File: config.mk
export PLATFORM = sky130hd
export DESIGN_NAME = timer_share_sched
export DESIGN_NICKNAME = d
export VERILOG_FILES = /design/src/rtl/timer_share_sched.sv
export SDC_FILE = /design/constraint.sdc
export NUM_CORES = 1
export LEC_CHECK = 0
export ABC_CLOCK_PERIOD_IN_PS = 1780
export CAP_MARGIN = 40
export CELL_PAD_IN_SITES_DETAIL_PLACEMENT = 1
export CELL_PAD_IN_SITES_GLOBAL_PLACEMENT = 2
export CORE_MARGIN = 2
export CORE_UTILIZATION = 19
export CTS_BUF_LIST = sky130_fd_sc_hd__clkbuf_8
export DETAILED_ROUTE_END_ITERATION = 7
export GPL_ROUTABILITY_DRIVEN = 0
export HOLD_SLACK_MARGIN = 0.12
export PLACE_DENSITY = 0.75
export SETUP_SLACK_MARGIN = 0.05
export SYNTH_ARGS = -nofsm -noshare
export SYNTH_HDL_FRONTEND = slang
export SYNTH_SLANG_ARGS = --single-unit
File: constraint.sdc
create_clock -name clk -period 1.78 [get_ports clk]
set_input_delay 0.356 -clock clk [delete_from_list [all_inputs] [get_ports clk]]
set_output_delay 0.356 -clock clk [all_outputs]
set_load 0.02 [all_outputs]
File: src/rtl/timer_share_sched.sv
// Shares one countdown timer between N_REQ requesters: arbitrate, program the timer, wait for expiry, signal done.
// Optional macro TIMER_SHARE_SCHED_FIXED_PRIO_EN selects fixed lowest-index priority instead of round-robin.
module timer_share_sched #(
  parameter int          N_REQ      = 4,
  parameter logic [31:0] TIMER_BASE = 32'h0000_0000
) (
  input  logic                clk,
  input  logic                reset,
  input  logic [N_REQ-1:0]    req,
  input  logic [32*N_REQ-1:0] delay,
  output logic [N_REQ-1:0]    grant,
  output logic [N_REQ-1:0]    done,
  output logic                busy,
  output logic                tm_sel,
  output logic                tm_we,
  output logic [31:0]         tm_addr,
  output logic [31:0]         tm_wdata,
  input  logic                tm_timeout
);

  localparam int               IW        = $clog2(N_REQ);
  localparam logic [N_REQ-1:0] ONE_HOT0  = {{(N_REQ-1){1'b0}}, 1'b1};
  localparam logic [31:0]      CTRL_ADDR = TIMER_BASE;
  localparam logic [31:0]      LOAD_ADDR = TIMER_BASE + 32'h4;

  typedef enum logic [2:0] {
    IDLE, WR_LOAD, WR_START, WAIT_PRIME, WR_ONESHOT, WAIT_EXPIRE, WR_STOP, DONE
  } state_t;

  state_t        state;
  logic [31:0]   dly_arr [N_REQ];
  logic [IW-1:0] winner;
  logic          found;

  for (genvar g = 0; g < N_REQ; g++) begin : g_dly
    assign dly_arr[g] = delay[32*g +: 32];
  end

`ifdef TIMER_SHARE_SCHED_FIXED_PRIO_EN
  always_comb begin
    found  = |req;
    winner = '0;
    for (int i = N_REQ - 1; i >= 0; i--) begin
      if (req[i]) winner = IW'(i);
    end
  end
`else
  logic [IW-1:0] last;
  logic [IW-1:0] rr_idx;

  // Search starts one past the previous winner and wraps, so nobody gets two grants in a row under contention.
  always_comb begin
    found  = 1'b0;
    winner = last;
    rr_idx = last;
    for (int k = 1; k <= N_REQ; k++) begin
      rr_idx = IW'((int'(last) + k) % N_REQ);
      if (!found && req[rr_idx]) begin
        found  = 1'b1;
        winner = rr_idx;
      end
    end
  end
`endif

  // Outputs are computed from the state being entered, so each bus write lasts exactly one cycle of its state.
  always_ff @(posedge clk or posedge reset) begin
    if (reset) begin
      state    <= IDLE;
      grant    <= '0;
      done     <= '0;
      busy     <= 1'b0;
      tm_sel   <= 1'b0;
      tm_we    <= 1'b0;
      tm_addr  <= '0;
      tm_wdata <= '0;
`ifndef TIMER_SHARE_SCHED_FIXED_PRIO_EN
      last     <= IW'(N_REQ - 1);
`endif
    end else begin
      tm_sel   <= 1'b0;
      tm_we    <= 1'b0;
      tm_addr  <= '0;
      tm_wdata <= '0;
      done     <= '0;
      case (state)
        IDLE: begin
          if (found) begin
            state    <= WR_LOAD;
            grant    <= ONE_HOT0 << winner;
            busy     <= 1'b1;
            tm_sel   <= 1'b1;
            tm_we    <= 1'b1;
            tm_addr  <= LOAD_ADDR;
            tm_wdata <= dly_arr[winner];
`ifndef TIMER_SHARE_SCHED_FIXED_PRIO_EN
            last     <= winner;
`endif
          end
        end
        WR_LOAD: begin
          state    <= WR_START;
          tm_sel   <= 1'b1;
          tm_we    <= 1'b1;
          tm_addr  <= CTRL_ADDR;
          tm_wdata <= 32'h3;
        end
        WR_START: state <= WAIT_PRIME;
        // The timer's value is 0 here, so its first pulse just reloads D; switch to one-shot to count it down.
        WAIT_PRIME: begin
          if (tm_timeout) begin
            state    <= WR_ONESHOT;
            tm_sel   <= 1'b1;
            tm_we    <= 1'b1;
            tm_addr  <= CTRL_ADDR;
            tm_wdata <= 32'h1;
          end
        end
        WR_ONESHOT: state <= WAIT_EXPIRE;
        WAIT_EXPIRE: begin
          if (tm_timeout) begin
            state    <= WR_STOP;
            tm_sel   <= 1'b1;
            tm_we    <= 1'b1;
            tm_addr  <= CTRL_ADDR;
            tm_wdata <= 32'h0;
          end
        end
        WR_STOP: begin
          state <= DONE;
          done  <= grant;
        end
        DONE: begin
          state <= IDLE;
          grant <= '0;
          busy  <= 1'b0;
        end
        default: state <= IDLE;
      endcase
    end
  end

endmodule
## After elaboration in Yosys (flattened, before gate mapping)

Cells that the tools add are included.

- Bits of input ports: 135
- Output and inout port bits: 75
- Bits in registers: 79
- Logic and storage cells: 77

- Shift-type cells: 1
- $lt $le $gt $ge: 5
- Multiplexer cells: 36
- Equal/unequal tests: 10
- Add/sub/neg operators: 4
- Bitwise gates (word level): 1
- Reduce and logical (&&, ||, !) cells: 12

Operators with widths:

| cell | count |
|---|---|
| 32-bit two-way mux | 3 |
| 32-bit case mux with 3 select lines | 1 |
| 32-bit binary-select mux with 2-bit select | 1 |
| 3-bit case mux with 8 select lines | 1 |
| 3-bit two-way mux | 5 |
| 3-bit == test, second input constant | 4 |
| 2-bit by 3-bit < comparator with 1-bit output, second input constant | 4 |
| 1-bit two-way mux | 12 |
| 1-bit binary-select mux with 2-bit select | 4 |
| 2-bit two-way mux | 4 |
| 4-bit two-way mux | 2 |
| 4-bit case mux with 2 select lines | 1 |
| 3-bit by 2-bit == test with 1-bit output, second input constant | 2 |
| 2-bit inequality test, second input constant | 3 |
| 2-bit by 1-bit adder with 2-bit output, second input constant | 2 |
| 2-bit adder, second input constant | 2 |
| 2-bit AND reduction | 2 |
| 1-bit by 2-bit left shift with 4-bit output, first input constant | 1 |
| 3-bit by 1-bit == test with 1-bit output, second input constant | 1 |
| 3-bit greater-or-equal comparator, second input constant | 1 |
| 1-bit logical AND | 3 |
| 1-bit logical NOT | 3 |
| 3-bit logical NOT | 1 |
| 2-bit NOT with 3-bit output | 1 |
| other kinds (5) | 5 |

## Longest topological paths before layout

- Depth in word-level cells: 19
- Gate-level depth with buffers: 8
- Gate-level depth less buffers: 7

## Worst setup path after synthesis

OpenSTA, ideal clock, no wires.

- Kind: reg-to-reg
- From: reg last[0]
- To: reg tm_wdata[20]
- Setup time: 151 ps
- Data required time: 1,629 ps
- Buffers on the path: 2
- Stages on the path, launching flop included: 8
- Setup slack: 72 ps
- Arrival: 1,557 ps
- Period minus slack after synthesis: 1,708 ps
- Cell sequence: dfstp_2 nand2b_2 o21ai_2 a221o_1 buf_6 buf_6 a211oi_2 a311oi_2

- Cells in the longest elaborated chain, start to end: 19
- Elaborated cells between the ends (all ways): 32
- Those cells by class: add/sub (4); mux (21); bitwise (1); reduce/logical (6)

RTL lines:

| item | RTL line | source |
|---|---|---|
| start, declared | 48 | `logic [IW-1:0] last;` |
| start signal, assigned | 78 | `last <= IW'(N_REQ - 1);` |
| start signal, assigned | 97 | `last <= winner;` |
| 2-bit by 1-bit adder with 2-bit output | 57 | `rr_idx = IW'((int'(last) + k) % N_REQ);` |
| 1-bit binary-select mux with 2-bit select | 58 | `if (!found && req[rr_idx]) begin` |
| 1-bit two-way mux (not written as such) | 58 |  |
| 1-bit two-way mux | 58 |  |
| 1-bit logical NOT | 58 |  |
| 1-bit logical AND | 58 |  |
| 1-bit two-way mux | 58 |  |
| 1-bit logical NOT | 58 |  |
| [... 2 more ...] | - |  |
| 1-bit logical NOT | 58 |  |
| 1-bit logical AND | 58 |  |
| 2-bit two-way mux | 58 |  |
| 2-bit NOT with 3-bit output (not written as such) | 95 | `tm_wdata <= dly_arr[winner];` |
| 32-bit binary-select mux with 2-bit select | 95 |  |
| 32-bit two-way mux (not written as such) (2 in series) | 95 |  |
| 32-bit two-way mux * | 88 | `if (found) begin` |
| 32-bit case mux with 3 select lines * | 86 | `case (state)` |
| end signal, assigned | 95 |  |
| end, declared | 17 | `output logic [31:0] tm_wdata,` |

Every way passes the cells marked *; elsewhere a longest branch is shown, timed or not. The select of a mux whose other input is x is not followed.
A chain may end at the register's enable or synchronous reset.

## Worst setup path in the final report

- From: reg last[0]
- To: reg tm_wdata[24]

Same word-level chain as after synthesis.

==> flow_summary.ini <==
[synth]
netlist_instances = 328
synth_seq_cells = 48
syn_area_mm2 = 0.00335
syn_area_per_cell_um2 = 10.2
ys_warn_count = 0
synth_edf_count = 0
netlist_top_cells_area = dfrtp_1 34%, a311oi_2 13%, a211oi_2 10%, buf_4 7.9%, nand2_1 7.9%
yosysTopAreaCell = dfrtp_1
ys_dominant_reg_cell = dfrtp_1
ys_types = 42
synthArstFlopShare_pct = 100
synth-seq-area-share_pct = 36.0
synth_top_area_share_pct = 34.4

[run_status]
status = complete, but fails checks
violations = negative setup slack

[setup_path]
cpPeakStageDelay_ns = 0.55
cp.arrival_ns = 2.01
crit_buf_inv = 1
cpMaxStageDelayCell = dfstp_2
critPathMaxFanout = 23
r2r-start = last[0]
setup.worst_path.start = last[0]
worstSetupStartpointType = register
crit_family = compound AO/OA/AOI/OAI gates
worstPathCellList = nand2b_1 > a21oi_2 > a221o_4 > buf_12 > a211oi_4 > a311oi_2
setup.worst_path.end_class = register
required_ns = 1.97
path_class = reg2reg

[final_layout]
final_common_cell = clkdlybuf4s50_1
drive_above_1_share_pct = 27.4
nets = 671
final_cell_mix = 172 x clkdlybuf4s50_1, 65 x nand2_1, 46 x dfrtp_1, 34 x and3_1, 32 x buf_4
antenna_cells = 0
num-fill-cells = 1936
fin_util_pct = 34.2
synthToLayoutAreaGrowth_pct = 76.4

[floorplanning]
die_w_um = 137
die_area_mm2 = 0.0187
ios = 210
start_util_pct = 19.4
die_h_um = 137
coreArea_mm2 = 0.0172
rows = 48

[sta]
rsz0062_at_grt = true
setup_ws_ns = -0.0353
period_share_pct = 102
fin_crit_ns = 1.82
skew_ns = 0.0141
fmax_mhz = 551
finalMaxSlewViolations = 0
final-hold-violation-count = 0
setup_violations = 25

[route]
dr.pass1.iters = 4
vias_per_cell = 4.32
drc = 0
antenna_left = 0
avgRoutedWirePerCell_um = 17.3
drt_wl_total_um = 13100
first_iter_violations = 78
vias = 3273

[pwr]
ir_worst_vdd_v = 0.000451
powerDensity_mw_per_mm2 = 1380
power.leakage_nw = 2.48

[global_route]
grt_antenna_before_repair = 0
grt_pass1_wl_um = 19500
globalRouteTotalUtil_pct = 13.8
grt_overflow = 0
grt_max_degree = 32
grt_pass1_vias = 3630

[cts]
cts.sinks = 48
clk_latency_ns = 0.32
path_clk_slew_ns = 0.10
root_buffer = clkbuf_8
ctsHtreeMaxLevel = 2
ctsHoldBuffers = 0
numCtsBuffers = 5
cts_tree = yes
cts.path.max_buffers = 2

[place]
io_buffers = 178
dp.final_hpwl_um = 10200
dp_slack_ns = -0.531

[worst_hold_path]
hold_path_class = in2async

[flow_run]
cap_violations = 0
[synth_stat cells (all sizes together), types with 4 or more instances]
master / n
buf: 50
a211oi: 30
clkbuf: 11
ha: 4
and3: 34
inv: 7
dfrtp: 46
a311oi: 30
nand2: 71
o21ai: 7
nand3: 4
[power by group]
part	total [mW]	internal (mW)	leakage [nW]	switching (mW)
Combinational	5.77	2.75	1.79	3.02
Clock	0.762	0.350	0.0557	0.411
Sequential	1.62	1.46	0.637	0.163
Total	8.15	4.55	2.48	3.60
[kinds of logic (layout without fill, tap and decap cells)]
family                   after synthesis  after routing  synth area share (%)
AO/OA/AOI/OAI                         81             81                  29.6
adder cells (fa/ha/maj)                4              4                  1.50
buffers and inverters                 68            243                  13.8
multiplexers                           6              6                  1.91
AND/OR/NAND/NOR                      120            120                  17.1
other                                  1             31                 0.112
flip-flops                            48             48                  36.0
[layer usage]
layer	up-vias	wire (um)	share of wire, %	GRT usage (%)
met4	0	313	2.4	4.75
met3	20	1060	8.0	4.30
li1	1532	-	-	-
met5	-	0	0	0
met1	1578	4770	36	14.5
met2	143	6980	53	25.8
[state kept, by name (all words and copies together), names as in the netlist]
name and cells:
tm_wdata 32, tm_addr 1, grant 4, done 4, busy 1, last 2
state 3, tm_we 1
[metrics by stage]
| stage | TNS (ns) | cell area, um2 | hold slack [ns] | total power [mW] | cells |
|---|---|---|---|---|---|
| 6_report | -0.401 | 5900 | 0.383 | 8.15 | 758 |
| 5_1_grt | -2.49 | 5900 | 0.396 | 8.71 | 758 |
| 4_1_cts | -0.839 | 5800 | 0.371 | 8.05 | 755 |
| 3_5_place_dp | -19.35 | 5520 | 0.489 | 6.87 | 742 |
| 3_3_place_gp | -17.92 | 5520 | 0.492 | 6.73 | 742 |
| 2_1_floorplan | 0 | 3460 | 0.494 | 4.73 | 358 |
[path summary, 6_finish.rpt]
check / endpoint / slack [ns] / depth (start not counted)
setup reg to reg: tm_wdata[24] / -0.04 / 6
hold / removal: tm_wdata[16] / 0.38 / 3
min in group clk: busy / 0.51 / 2
hold reg to reg: busy / 0.51 / 2
setup / recovery: tm_wdata[24] / -0.04 / 6
max in group asynchronous: last[1] / 1.15 / 3
[layout make-up]
| class | instances | area [um2] | share of cell area [%] |
|---|---|---|---|
| clock inverter | 1 | 3.75 | 0.0636 |
| inverter | 7 | 26.3 | 0.445 |
| tap | 225 | 282 | 4.77 |
| multi-input combinational | 242 | 1950 | 33.0 |
| sequential | 48 | 1200 | 20.4 |
| clock buffer | 7 | 96.3 | 1.63 |
| timing repair buffer | 228 | 2340 | 39.7 |
[tightest hold or removal path, cell delays in order]
cell and delay [ns]:
clkdlybuf4s50_1 0.42, inv_2 0.08, buf_12 0.20
[repair_timing]
item | 4_1_cts | 5_1_grt
setup buffers | 4 | 2
endpoints found under the setup margin | 42 | 39
pin swaps | 4 | 6
gates resized for setup | 29 | 17
cloned | 1 | 1
Note: power is estimated with default switching activity, not from simulation.
